$ cat src/rtl/my_serial_adder.sv
`default_nettype none
// ============================================================================
// Module   : my_serial_adder
// Purpose  : Bit-serial add/subtract engine. One full-adder cell is stepped
//            over a WIDTH-bit operand pair, LSB first, one bit per clock.
//            The carry is held in a flop between bits. Returns the sum, the
//            carry-out and the signed overflow flag.
// Ports    : clk, reset              - clock, async active-high reset
//            in_valid / in_ready     - request handshake (a, b, c, sub)
//            a, b                    - WIDTH-bit operands
//            c                       - carry-in (add) / borrow-in (sub)
//            sub                     - 0: a+b+c, 1: a-b-c
//            out_valid / out_ready   - result handshake
//            out_sum                 - WIDTH-bit result
//            out_carry               - carry-out (sub: 1 = no borrow)
//            out_overflow            - signed two's-complement overflow
// Revision : 1.0 - initial release
// ============================================================================
module my_serial_adder #(
    parameter int WIDTH = 16
) (
    input  logic             clk,
    input  logic             reset,
    input  logic             in_valid,
    output logic             in_ready,
    input  logic [WIDTH-1:0] a,
    input  logic [WIDTH-1:0] b,
    input  logic             c,
    input  logic             sub,
    output logic             out_valid,
    input  logic             out_ready,
    output logic [WIDTH-1:0] out_sum,
    output logic             out_carry,
    output logic             out_overflow
);

    localparam int c_cnt_w = (WIDTH > 1) ? $clog2(WIDTH) : 1;
    localparam logic [c_cnt_w-1:0] c_last_bit = c_cnt_w'(WIDTH - 1);

    typedef enum logic [1:0] {
        ST_IDLE = 2'd0,
        ST_RUN  = 2'd1,
        ST_DONE = 2'd2
    } state_t;

    state_t             r_state;
    state_t             w_next_state;

    logic [WIDTH-1:0]   r_a;
    logic [WIDTH-1:0]   r_b;
    logic [WIDTH-1:0]   r_sum;
    logic [c_cnt_w-1:0] r_cnt;
    logic               r_cy;
    logic               r_carry;
    logic               r_ovf;

    logic               w_s;
    logic               w_co;
    logic               w_last;

    // Single full-adder cell operating on the current LSBs.
    assign w_s    = r_a[0] ^ r_b[0] ^ r_cy;
    assign w_co   = (r_a[0] & r_b[0]) | (r_a[0] & r_cy) | (r_b[0] & r_cy);
    assign w_last = (r_cnt == c_last_bit);

    // ------------------------------------------------------------------
    // State register
    // ------------------------------------------------------------------
    always_ff @(posedge clk or posedge reset) begin
        if (reset) begin
            r_state <= ST_IDLE;
        end else begin
            r_state <= w_next_state;
        end
    end

    // ------------------------------------------------------------------
    // Next-state logic
    // ------------------------------------------------------------------
    always_comb begin
        w_next_state = r_state;
        case (r_state)
            ST_IDLE: if (in_valid)  w_next_state = ST_RUN;
            ST_RUN:  if (w_last)    w_next_state = ST_DONE;
            ST_DONE: if (out_ready) w_next_state = ST_IDLE;
            default:                w_next_state = ST_IDLE;
        endcase
    end

    // ------------------------------------------------------------------
    // Datapath
    // Subtraction is performed as a + ~b + ~c: B is inverted at capture
    // and the initial carry is c ^ sub, so the same cell serves both.
    // ------------------------------------------------------------------
    always_ff @(posedge clk or posedge reset) begin
        if (reset) begin
            r_a     <= '0;
            r_b     <= '0;
            r_sum   <= '0;
            r_cnt   <= '0;
            r_cy    <= 1'b0;
            r_carry <= 1'b0;
            r_ovf   <= 1'b0;
        end else begin
            case (r_state)
                ST_IDLE: begin
                    if (in_valid) begin
                        r_a   <= a;
                        r_b   <= b ^ {WIDTH{sub}};
                        r_cy  <= c ^ sub;
                        r_cnt <= '0;
                    end
                end
                ST_RUN: begin
                    r_sum <= {w_s, r_sum[WIDTH-1:1]};
                    r_a   <= r_a >> 1;
                    r_b   <= r_b >> 1;
                    r_cy  <= w_co;
                    if (w_last) begin
                        // r_cy is the carry into the MSB here; overflow is
                        // its mismatch with the carry out of the MSB.
                        r_carry <= w_co;
                        r_ovf   <= r_cy ^ w_co;
                    end else begin
                        r_cnt <= r_cnt + 1'b1;
                    end
                end
                default: ;
            endcase
        end
    end

    assign in_ready     = (r_state == ST_IDLE);
    assign out_valid    = (r_state == ST_DONE);
    assign out_sum      = r_sum;
    assign out_carry    = r_carry;
    assign out_overflow = r_ovf;

endmodule
`default_nettype wire

$ cat config.mk
export PLATFORM = sky130hd
export DESIGN_NAME = my_serial_adder
export DESIGN_NICKNAME = d
export VERILOG_FILES = /design/src/rtl/my_serial_adder.sv
export SDC_FILE = /design/constraint.sdc
export NUM_CORES = 1
export LEC_CHECK = 0
export CAP_MARGIN = 20
export CORE_AREA = 2 2 82 84
export DETAILED_ROUTE_END_ITERATION = 6
export DIE_AREA = 0 0 84 86
export PLACE_DENSITY = 0.75
export SETUP_SLACK_MARGIN = 0.5
export SYNTH_ARGS = -nofsm -noshare
export SYNTH_HDL_FRONTEND = slang
export SYNTH_SLANG_ARGS = --single-unit
$ cat constraint.sdc
create_clock -name clk -period 2.45 [get_ports clk]
set_input_delay 0.49 -clock clk [delete_from_list [all_inputs] [get_ports clk]]
set_output_delay 0.49 -clock clk [all_outputs]
set_load 0.01 [all_outputs]
==> flow_summary.toml <==
[critical_path]
required_ns = 1.96
cp-end-kind = "primary output"
cp-start-kind = "flop"
path_class = "flop to primary output"
startpoint = "r_state[1]$_DFFE_PP0P_"
timing.reg2reg.worst_path_depth = 4
crit_path_max_fanout = 21
worstPathArrival_ns = 1.35
r2r-start = "r_state[0]$_DFFE_PP0P_"

[grt]
grt.overflow.total = 0
antenna_found_initial = 0
groute.usage.overall = 0.166
largest_net_degree_at_the_start_of_global_routing = 58
grt_pass1_wl_mm = 9.49
first_global_vias = 2057

[cts]
cts_hold_repair.buffers = 0
worst_skew_pair.late_latency_ns = 0.32
clock-sinks = 57
tritoncts.num_buffers = 9
clock_tree.htree_level_count = 3
clk_pin_slew_worst_paths_ns = 0.06
cts.root.buffer_cell = "sky130_fd_sc_hd__clkbuf_8"
clk_path_buf_depth = 2
cts_tree = "yes"
cts.repair_timing.setup_buffer_count = 0

[min_path]
timing.hold.worst.start = "out_sum[0]$_DFFE_PP0P_"
hold-path-cell-count = 2
worst_hold_path_type = "flop to flop"

[place]
preCtsSetupSlack_ns = 0.399
place.gp.congestion = 0.724
postPlaceCellArea_mm2 = 0.00331
place.port_buffers = 57
post-dp-hpwl_mm = 3.70

[status]
outcome = "completed"

[cells_and_area]
postLayoutCoreUtil = 0.559
final_nets = 369
postLayoutCellArea_mm2 = 0.00351
final_layout_size_suffix_gt1_frac = 0.0931
synthToLayoutAreaGrowth_pct = 32.2
n_antenna_cell = 0

[detailed_routing]
via_count = 2131
routedWlPerCell_um = 13.4
drt-vias-per-instance = 5.20
detailedRoute.firstPassIterationCount = 4
remaining_drc_errors = 0
routed_wirelength_mm = 5.50
drtIter0Drc = 132
postRouteAntennaNets = 0

[logic_synthesis]
synth-edff-count = 0
fraction_of_the_yosys_area_taken_by_sequential_cells = 0.538
synth.top_cells.by_area = "sky130_fd_sc_hd__dfrtp_1, sky130_fd_sc_hd__nand2_1, sky130_fd_sc_hd__xnor2_1, sky130_fd_sc_hd__a221o_1, sky130_fd_sc_hd__and3b_1"
synth.avg_cell_area_um2 = 9.75
share_of_async_settable_or_async_resettable_flops_after_synthesis = 1.00
synth.most_common_cell = "sky130_fd_sc_hd__nand2_1"
post_synth_instance_area_mm2 = 0.00265
flop_and_latch_count_out_of_synthesis = 57
yosys.cell_types.count = 31
synth.cells.most_frequent = "sky130_fd_sc_hd__nand2_1, sky130_fd_sc_hd__dfrtp_1, sky130_fd_sc_hd__a21oi_1, sky130_fd_sc_hd__nor2_1, sky130_fd_sc_hd__xnor2_1"
synth_area_leader_cell = "sky130_fd_sc_hd__dfrtp_1"
synthesis.instances = 272
ys.warnings.count = 0
syn-num-nets = 312
synth_top_area_frac = 0.538
synth_top_flop_cell = "sky130_fd_sc_hd__dfrtp_1"

[die]
die_x_extent_um = 84
die_area_mm2 = 0.00722
num_io_pins = 58
std_cell_rows = 29
die_h_um = 86
initial_core_utilization = 0.423
core_region_area_mm2 = 0.00628

[sta]
fin_skew_ns = 0.00644
setup_viol = 0
timing.final.crit_share = 0.751
setup_slack_ns = 0.610
report.final.hold_viol_count = 0
rsz0062_at_grt = "false"
report.final.slew_viol_count = 0
timing.setup.tns_ns = 0
maxClockFrequency_mhz = 544
timing.hold.ws_ns = 0.479
worstMarginPinSlew_ns = 0.392
slew-limit-headroom = 0.739
period_needed_ns = 1.84

[pwr]
ir_drop_uv = 573
leakage_nw = 1.67
power_per_cell_area_mw_per_mm2 = 1060

[flow_run]
cap_viol_max_count = 0
## final cells by class
class | count | area [um^2]
timing repair buffer | 66 | 648
tap | 77 | 96.3
inverter | 4 | 15.0
clock inverter | 3 | 40.0
sequential | 57 | 1430
fill | 592 | 2770
multi-input combinational | 191 | 1120
clock buffer | 12 | 155
## power breakdown
part           total (W)  internal, W  switching (W)
clock           0.000868     0.000516       0.000351
sequential       0.00155      0.00130       0.000249
combinational    0.00130     0.000652       0.000646
## kinds of logic after synthesis
kind of cell,share of synthesized area
adders and majority gates,0.0123
muxes,0.00802
DFF,0.538
xor gates and xnor gates,0.0594
and+or+nand+nor,0.198
AOI/OAI and AO/OA,0.143
buffers and inverters,0.0415
## state kept, by name, summed over array words and instances, names as in the netlist
register,count
r_state,2
out_sum,16
out_overflow,1
out_carry,1
r_a,16
r_cnt,4
r_b,16
r_cy,1
## critical path, cell delays in order (launching register included)
cell	delay, ns
sky130_fd_sc_hd__dfrtp_1	0.38
sky130_fd_sc_hd__buf_4	0.20
sky130_fd_sc_hd__nor2_1	0.16
sky130_fd_sc_hd__dlygate4sd2_1	0.29
## cell usage in the layout (no fill, tap or decap), types with 2 or more instances in the layout
master and count:
sky130_fd_sc_hd__inv_1 3, sky130_fd_sc_hd__clkdlybuf4s50_1 55, sky130_fd_sc_hd__nor2b_2 2, sky130_fd_sc_hd__nand2b_1 2, sky130_fd_sc_hd__and3b_1 15, sky130_fd_sc_hd__buf_4 8, sky130_fd_sc_hd__o21ai_0 16, sky130_fd_sc_hd__nor2_1 18
sky130_fd_sc_hd__dfrtp_1 56, sky130_fd_sc_hd__nand2_1 66, sky130_fd_sc_hd__a21oi_1 18, sky130_fd_sc_hd__dlygate4sd2_1 2, sky130_fd_sc_hd__clkbuf_8 11, sky130_fd_sc_hd__nand3_1 5, sky130_fd_sc_hd__xnor2_1 18, sky130_fd_sc_hd__a221o_1 15
sky130_fd_sc_hd__clkinv_2 2
## final timing paths
path                                          endpoint  slack [ns]
worst min register to register  out_sum[0]$_DFFE_PP0P_        0.48
worst max-delay path                          in_ready        0.61
max in group asynchronous       r_state[0]$_DFFE_PP0P_        1.65
worst min-delay path            out_sum[0]$_DFFE_PP0P_        0.48
worst max register to register        r_cy$_DFFE_PP0P_        0.70
min in group asynchronous           r_a[1]$_DFFE_PP0P_        0.53
## timing repair
action                     4_1_cts  5_1_grt
setup endpoints to repair        2       15
resized for setup                4        1
gates cloned                     0        0
## metrics by stage
stage | instances | total power [W]
after detailed placement | 395 | 0.00287
after CTS | 410 | 0.00376
after floorplan | 272 | 0.00232
final | 410 | 0.00371
after global placement | 395 | 0.00280
after global routing | 410 | 0.00399
## per-layer routing
layer,part of all wire,vias up,global-route usage
li1,-,1037,-
met1,0.45,1015,0.215
met2,0.47,68,0.263
met3,0.053,11,0.0337
met4,0.018,0,0.0938
met5,0,-,0
Note: power is estimated with default switching activity, not from simulation.
